## config.mk

```make
export PLATFORM = sky130hd
export DESIGN_NAME = clock_gate_ctrl
export DESIGN_NICKNAME = d
export VERILOG_FILES = /design/src/rtl/clock_gate_ctrl.sv
export SDC_FILE = /design/constraint.sdc
export NUM_CORES = 1
export LEC_CHECK = 0
export CAP_MARGIN = 15
export CORE_MARGIN = 2
export CORE_UTILIZATION = 30
export CTS_CLUSTER_SIZE = 28
export DETAILED_ROUTE_END_ITERATION = 16
export PLACE_DENSITY = 0.6
export SYNTH_ARGS = -nofsm -noshare
export SYNTH_HDL_FRONTEND = slang
export SYNTH_SLANG_ARGS = --single-unit
```

## constraint.sdc

```tcl
create_clock -name clk -period 6.3 [get_ports clk]
set_clock_uncertainty 0.15 [all_clocks]
set_input_delay 0.945 -clock clk [delete_from_list [all_inputs] [get_ports clk]]
set_output_delay 0.945 -clock clk [all_outputs]
set_load 0.1 [all_outputs]
```

## src/rtl/clock_gate_ctrl.sv

```systemverilog
// Idle-detect / wake controller driving the clock-gating cell enable; outputs are state decodes.
// Sleeps after IDLE_CYCLES idle edges; wake_ack pulses WAKE_CYCLES edges after a wake source is seen.
module clock_gate_ctrl #(
  parameter int IDLE_CYCLES = 16,
  parameter int WAKE_CYCLES = 2,
  parameter int CNT_W       = 8
) (
  input  logic        clk,
  input  logic        reset,
  input  logic        activity,
  input  logic        wake_req,
  input  logic        force_on,
  output logic        gate_enable,
  output logic        asleep,
  output logic        wake_ack,
  output logic [15:0] sleep_count
);

  typedef enum logic [1:0] {
    RUN   = 2'd0,
    SLEEP = 2'd1,
    WAKE  = 2'd2
  } state_t;

  localparam logic [CNT_W-1:0] IDLE_LAST = CNT_W'(IDLE_CYCLES - 1);
  localparam logic [CNT_W-1:0] WAKE_LAST = CNT_W'(WAKE_CYCLES - 1);

  state_t           state;
  state_t           state_nxt;
  logic [CNT_W-1:0] cnt;
  logic [CNT_W-1:0] cnt_nxt;
  logic             ack_nxt;
  logic             enter_sleep;
  logic             busy;

  assign busy = activity | wake_req | force_on;

  always_comb begin
    state_nxt   = state;
    cnt_nxt     = cnt;
    ack_nxt     = 1'b0;
    enter_sleep = 1'b0;
    case (state)
      RUN: begin
        if (busy) begin
          cnt_nxt = '0;
        end else if (cnt == IDLE_LAST) begin
          state_nxt   = SLEEP;
          cnt_nxt     = '0;
          enter_sleep = 1'b1;
        end else begin
          cnt_nxt = cnt + 1'b1;
        end
      end
      SLEEP: begin
        if (busy) begin
          state_nxt = WAKE;
          cnt_nxt   = '0;
        end
      end
      WAKE: begin
        // Inputs are ignored here: the enable pipeline must refill regardless.
        if (cnt == WAKE_LAST) begin
          state_nxt = RUN;
          cnt_nxt   = '0;
          ack_nxt   = 1'b1;
        end else begin
          cnt_nxt = cnt + 1'b1;
        end
      end
      default: begin
        state_nxt = RUN;
        cnt_nxt   = '0;
      end
    endcase
  end

  always_ff @(posedge clk) begin
    if (reset) begin
      state       <= RUN;
      cnt         <= '0;
      wake_ack    <= 1'b0;
      sleep_count <= 16'd0;
    end else begin
      state    <= state_nxt;
      cnt      <= cnt_nxt;
      wake_ack <= ack_nxt;
      if (enter_sleep && (sleep_count != 16'hFFFF)) begin
        sleep_count <= sleep_count + 16'd1;
      end
    end
  end

  assign gate_enable = (state != SLEEP);
  assign asleep      = (state == SLEEP);

endmodule

```

Word level (Yosys, flattened, before mapping)
Cells that the tools add are included.
Storage, ports and cells
  bits of input ports: 5
  register bits after elaboration: 27
  logic and storage cells: 37
  output and inout port bits: 19
  latch bits: 0
  RAM bits: 0
  memories: 0
  ROM bits: 0
Operators by class
  shift-type cells: 0
  multiply operators: 0
  reductions and logical operators: 4
  $lt $le $gt $ge: 0
  $add $sub $neg: 2
  div/mod/pow operators: 0
  mux-type cells: 14
  bitwise operators: 3
  equal/unequal tests: 10
Operators by type and width (number)
  8-bit 2-to-1 mux: 4
  8-bit one-hot mux with 3 select lines: 1
  16-bit by 1-bit adder with 16-bit output (second input constant): 1
  16-bit inequality test (second input constant): 1
  8-bit by 1-bit adder with 8-bit output (second input constant): 1
  8-bit by 1-bit equality test with 1-bit output (second input constant): 1
  8-bit by 4-bit equality test with 1-bit output (second input constant): 1
  2-bit 2-to-1 mux: 4
  2-bit inequality test (second input constant): 3
  2-bit one-hot mux with 3 select lines: 1
  1-bit 2-to-1 mux: 4
  2-bit by 1-bit inequality test with 1-bit output (second input constant): 2
  4-bit AND reduction: 1
  2-bit by 1-bit equality test with 1-bit output (second input constant): 1
  2-bit equality test (second input constant): 1
  2-bit zero test: 1
  1-bit bitwise OR: 2
  2-bit OR reduction: 1
  1-bit logical AND: 1
  1-bit inverter: 1

Logic depth before layout (Yosys ltp)
Gate-level depths: netlist (run 1).
  depth after elaboration: 5
  depth in mapped cells: 7
  depth with buffers taken out: 6

Worst setup path before layout (run 1)
OpenSTA, ideal clock, no wires.
  path type: register -> output
  start point: register state[1]
  end point: output port asleep
  required time: 5.205 ns
  arrival: 1.882 ns
  cell stages (with the launch flop): 3
  slack: 3.323 ns
  path buffers: 0
  path through: dfxtp_1 nand2b_1 inv_1
On the way
  longest elaborated chain between the ends: 1
Ends and longest elaborated chain
  from (decl): RTL line 28  | state_t state;
  from (signal assigned): RTL line 85  | state <= state_nxt;
  2-bit by 1-bit equality test with 1-bit output: RTL line 95  | assign asleep = (state == SLEEP);
  to (decl): RTL line 14  | output logic asleep,
Every way passes these cells.

Worst setup path after layout (run 1)
  start point: input port wake_req
  end point: register sleep_count[15]
On the way
  longest elaborated chain between the ends: 5
Ends and longest elaborated chain
  from (decl): RTL line 11  | input logic wake_req,
  1-bit bitwise OR (2 in series): RTL line 36  | assign busy = activity | wake_req | force_on;
  1-bit 2-to-1 mux: RTL line 45  | if (busy) begin
  1-bit 2-to-1 mux: RTL line 43  | case (state)
  1-bit logical AND: RTL line 88  | if (enter_sleep && (sleep_count != 16'hFFFF)) begin
  to (signal assigned): RTL line 89  | sleep_count <= sleep_count + 16'd1;
  to (decl): RTL line 16  | output logic [15:0] sleep_count
Every way passes these cells.
A chain may end at the register's enable or synchronous reset.

==> flow_summary.yaml, run 1 <==
run_status:
  outcome: "finished clean"
yosys:
  ys_ff_latch: 27
  synth_cell_types: 39
  synth_ff_type: "dfxtp_1"
  synth_top_cell_by_area: "dfxtp_1"
  synth.avg_cell_area_sq_um: 8.50
  synth_top_area_share_pct: 39.7
  ys_warn_count: 0
  synth_enable_flop_cells: 0
  syn_inst: 160
  synthesis.nets: 168
  synth_async_sr_flop_share_pct: 0
  synthTopCellsByCount: "dfxtp_1, nor2_1, nand2_1, xnor2_1, nand3_1"
  syn_area_sq_um: 1360
  yosysMostFrequentCell: "dfxtp_1"
  ys_seq_area_share_pct: 39.7
  synth_area_leaders: "dfxtp_1, xnor2_1, nor2_1"
power:
  irDropWorstVdd_uv: 72.7
  p_seq_share_pct: 61.0
  p_sw_mw: 0.0617
  switching_share_pct: 21.9
  power_mw: 0.281
  power.leakage_nw: 0.546
  p_int_mw: 0.219
  p_per_area_nw_per_um2: 166
  share_comb_of_total_power_pct: 3.2
  p_clk_share_pct: 35.8
sta:
  max_freq_ghz: 0.313
  tns_ns: 0
  rsz0062_at_grt: "no"
  fin_crit_ns: 3.19
  fin_hold_ws_ns: 0.368
  worstMarginPinSlew_ns: 0.970
  slew_headroom_pct: 35.1
  setup_violations: 0
  slew_violations: 0
  fin_crit_sh_pct: 50.7
  final_hold_viol_count: 0
run:
  cap_violations: 0
critical_path:
  cp_data_arrival_time_ns: 3.26
  critical_path_class: "input pin to register"
  reg2reg_depth: 6
  path_max_fanout: 15
  worst_setup_path_end_kind: "register"
  worst_ep_required_time_ns: 6.37
  cp-start-kind: "input pin"
routing:
  wl_mm: 2.89
  drc: 0
  drt_iter0_drc: 58
  ant_nets: 0
  wl_per_cell_um: 12.3
  num_vias: 1231
  drtPass1Iterations: 4
  post_drt_via_cell_ratio: 5.22
grt:
  grt_max_degree: 26
  grt_pass1_vias: 1093
  grt_first_pass_wirelength_mm: 5.11
  track_usage_pct: 12.2
  grt_overflow: 0
  antenna_found_initial: 0
final_layout:
  fin_nets: 193
  drive_above_1_share_pct: 5.43
  n_antenna_cell: 0
  fin_util_pct: 38.9
  area_growth_pct: 24.6
clocking:
  clockRootBuffer: "clkbuf_8"
  clock_latency_ns: 0.28
  cts_resized: 0
  cts.sinks: 27
  clk_pin_slew_ns: 0.10
  cts.htree.levels: 1
  cts_tree: "built"
  hold_buffers: 0
  clockBufferDepth: 2
  cts_buffers: 3
  cts_setup_buffers: 0
placement:
  gp_congestion: 0.817
  place_hpwl_mm: 2.06
  port_buffers: 23
floorplanning:
  rows: 24
  start_util_pct: 31.2
  boundaryPins: 24
  die_h_um: 71.3
  die_x_um: 71.3
  dieArea_sq_um: 5090
  core-area_sq_um: 4350
worst_hold_path:
  min_path_cells: 2
  hp-class: "register to register"
kinds of logic after synthesis:
| logic type | count (synthesis) | share of synthesized area [%] |
|---|---|---|
| AND/OR/NAND/NOR | 78 | 31.3 |
| buffers and inverters | 9 | 2.48 |
| AO/OA/AOI/OAI | 29 | 14.6 |
| XOR/XNOR | 13 | 8.37 |
| adder cells (fa/ha/maj) | 3 | 2.76 |
| flip-flops | 27 | 39.7 |
| multiplexers | 1 | 0.736 |
flip-flops by register name (all words and copies together) (netlist names):
name and flops:
sleep_count 16, wake_ack 1, cnt 8, state 2
power by group through the flow:
stage | clock network [mW] | logic (mW) | registers (mW)
finish | 0.101 | 0.00892 | 0.171
global route | 0.113 | 0.0102 | 0.172
CTS | 0.106 | 0.00914 | 0.172
detailed placement | 0 | 0.00906 | 0.175
global placement | 0 | 0.00894 | 0.175
floorplan | 0 | 0.00500 | 0.175
final timing paths:
path / from / to / slack [ns]
max reg2reg: cnt[0] / sleep_count[15] / 3.58
min reg2reg: sleep_count[1] / sleep_count[1] / 0.37
max: wake_req / sleep_count[15] / 3.11
min: sleep_count[1] / sleep_count[1] / 0.37
metrics by stage:
| step | cell area [sq um] | worst slack [ns] | std cells |
|---|---|---|---|
| floorplan | 1360 | 3.32 | 160 |
| detailed placement | 1650 | 2.81 | 232 |
| finish | 1690 | 3.11 | 236 |
| global placement | 1650 | 2.88 | 232 |
| global route | 1690 | 2.90 | 236 |
| CTS | 1690 | 3.10 | 236 |
critical path, cell delays in order:
cell	delay, ns
clkdlybuf4s50_1	0.41
nor3_1	0.30
nand4_1	0.56
or3_1	0.59
or3_1	0.32
a21oi_1	0.14
cells in the final DEF (no fill, tap or decap), types with 4 or more instances in the layout:
master,netlist,routed
dfxtp_1,27,27
clkdlybuf4s50_1,0,23
nor2_1,21,21
nand2_1,11,11
xnor2_1,11,11
nand3_1,9,9
nor3_1,7,7
o21ai_0,6,6
nor4_1,6,6
inv_1,5,5
or3_1,5,5
nand2b_1,4,4
a21oi_1,4,4
routing by layer:
layer	GRT usage, %	up-vias	routed length (um)
li1	-	635	-
met1	18.8	570	1510
met2	16.8	21	1250
met3	1.55	5	77
met4	5.66	0	61
met5	0	-	0
area by class of cell:
| type | instances | area, sq um |
|---|---|---|
| clock buffer | 3 | 41.3 |
| clock inverter | 1 | 5.00 |
| fill | 440 | 2660 |
| inverter | 5 | 18.8 |
| multi-input combinational | 124 | 786 |
| sequential | 27 | 541 |
| tap | 52 | 65.1 |
| timing repair buffer | 24 | 238 |
No activity file was read; power rests on OpenSTA's default activity.
==> run 2, diff against run 1 <==
Settings changed: PLACE_DENSITY 0.6 to 0.62.
Clock period 6.3 ns to 2.91 ns, I/O delays scaled along.
==> run 2 against run 1 <==
Routed wire length increased by 1.6%. Via count increased by 1.1%. Total power increased by 110%. Die area unchanged. Register-to-register slack got worse by 3.0 ns. Critical endpoint unchanged. Clock power increased by 110%. Largest power group unchanged. Hold slack improved by 0.0015 ns. Sequential share of layout area increased by 0.48 points. Highest routed layer unchanged. Sequential power increased by 120%. Flip-flop and latch count unchanged.
==> flow_summary.yaml, run 2 (synthesis gave the netlist of run 1 again) <==
placement:
  place_hpwl_mm: 2.15
  gp_congestion: 0.831
  port_buffers: 23
  dp_cells: 235
  dpl_cell_area_sq_um: 1620
final_layout:
  n_antenna_cell: 0
  area_growth_pct: 22.7
  final_common_cell: "dfxtp_1"
  multi_input_area_sq_um: 786
  largestRegisters: "sleep_count: 16 flops, cnt: 8 flops, state: 2 flops"
  seq_area_sq_um: 541
  regMostFlops: "sleep_count"
  largest_register_ffs: 16
  fin_nets: 196
  stdcell_count: 239
  drive_above_1_share_pct: 17.1
  mostFrequentLayoutCells: "dfxtp_1, buf_4, nor2_1, nand2_1, xnor2_1"
  stdcell_area_sq_um: 1670
  nFillCells: 438
clocking:
  clk_pin_slew_ns: 0.09
  cts.htree.levels: 1
  clockBufferDepth: 2
  clockRootBuffer: "clkbuf_8"
  cts_resized: 0
  cts_buffers: 3
  hold_buffers: 0
  cts_setup_buffers: 0
  clock_latency_ns: 0.27
  cts_tree: "built"
  cts.sinks: 27
power:
  p_clk_share_pct: 35.3
  p_int_mw: 0.475
  share_comb_of_total_power_pct: 3.3
  power.leakage_nw: 0.597
  switching_share_pct: 21.4
  irDropWorstVdd_uv: 195
  p_per_area_nw_per_um2: 362
  p_sw_mw: 0.129
  p_seq_share_pct: 61.4
routing:
  drtPass1Iterations: 4
  ant_nets: 0
  drt_iter0_drc: 63
  num_vias: 1244
  post_drt_via_cell_ratio: 5.21
  wl_mm: 2.94
  drc: 0
  wl_per_cell_um: 12.3
grt:
  grt_first_pass_wirelength_mm: 5.13
  antenna_found_initial: 0
  grt_max_degree: 25
  track_usage_pct: 12.1
  grt_overflow: 0
  grt_pass1_vias: 1161
sta:
  fin_hold_ws_ns: 0.369
  tns_ns: 0
  max_freq_ghz: 0.426
  slew_headroom_pct: 59.7
  final_hold_viol_count: 0
  fin_crit_ns: 2.34
  worstMarginPinSlew_ns: 0.589
  slew_violations: 0
  rsz0062_at_grt: "no"
  fin_crit_sh_pct: 80.6
  setup_violations: 0
critical_path:
  path_max_fanout: 15
  r2r-start: "cnt[0]"
  worst_ep_required_time_ns: 2.97
  cp_data_arrival_time_ns: 2.40
  r2r_end: "sleep_count[15]"
  cp-start-kind: "input pin"
  cp_cell_sequence: "clkdlybuf4s50_1, nor3_1, nand4_1, buf_4, or3_1, or3_1, a21oi_1"
  critPathMaxStageDelay_ns: 0.42
  r2r_slack_ns: 0.58
  worst_setup_path_end_kind: "register"
  critical_path_class: "input pin to register"
  cp_slowest_cell: "or3_1"
  cp_common_cell: "or3_1"
  reg2reg_depth: 7
worst_hold_path:
  hold_start: "cnt[1]"
  hp-class: "register to register"
  min_path_cells: 2
  hold_end: "cnt[1]"
floorplanning:
  boundaryPins: 24
  start_util_pct: 31.2
  die_x_um: 71.3
  core-area_sq_um: 4350
  rows: 24
  dieArea_sq_um: 5090
  die_h_um: 71.3
run:
  cap_violations: 0
run_status:
  outcome: "finished clean"
==> run 2: cell types whose count changed in the layout (fill, tap and decap cells not counted) <==
| cell | delta |
|---|---|
| buf_4 | +22 |
| clkdlybuf4s50_1 | -19 |
==> run 2: power by group through the flow <==
stage          Combinational [mW]  Clock [mW]  Sequential, mW
4_1_cts                    0.0203       0.225           0.371
5_1_grt                    0.0229       0.241           0.372
2_1_floorplan              0.0108           0           0.380
3_5_place_dp               0.0202           0           0.380
6_report                   0.0200       0.213           0.371
3_3_place_gp               0.0201           0           0.380
==> run 2: per-stage QoR <==
stage	utilization [%]	worst slack, ns	power (mW)
floorplan	-	0.0711	0.390
global placement	37.3	0.337	0.400
detailed placement	37.3	0.284	0.400
CTS	38.3	0.571	0.616
global route	38.3	0.361	0.636
finish	38.3	0.565	0.604
==> run 2: critical path, delay by kind of cell <==
kind                   cells  cell delay (ns)
AND/OR/NAND/NOR            4             1.20
AO/OA/AOI/OAI              1             0.14
buffers and inverters      2             0.62
==> run 2: metal layers <==
layer,routed length (um),global-route usage [%],vias up
met2,1260,17.8,19
met4,27,5.03,0
met3,97,1.55,2
met1,1550,17.9,580
li1,-,-,643
met5,0,0,-
==> run 2: cell type report <==
type	instances	area share, %
clock buffers	3	2.47
clock inverters	1	0.300
inverters	5	1.12
multi-input cells	124	47.1
flip-flops and latches	27	32.4
well taps	52	3.90
repair buffers	27	12.7
==> run 2: worst max-delay path by stage <==
stage / endpoint / slack, ns / startpoint
after floorplan: sleep_count[15] / 0.07 / sleep_count[2]
after global placement: sleep_count[15] / 0.34 / wake_req
after detailed placement: sleep_count[15] / 0.28 / wake_req
after CTS: sleep_count[15] / 0.57 / wake_req
after global routing: cnt[6] / 0.36 / wake_req
final: sleep_count[15] / 0.57 / wake_req
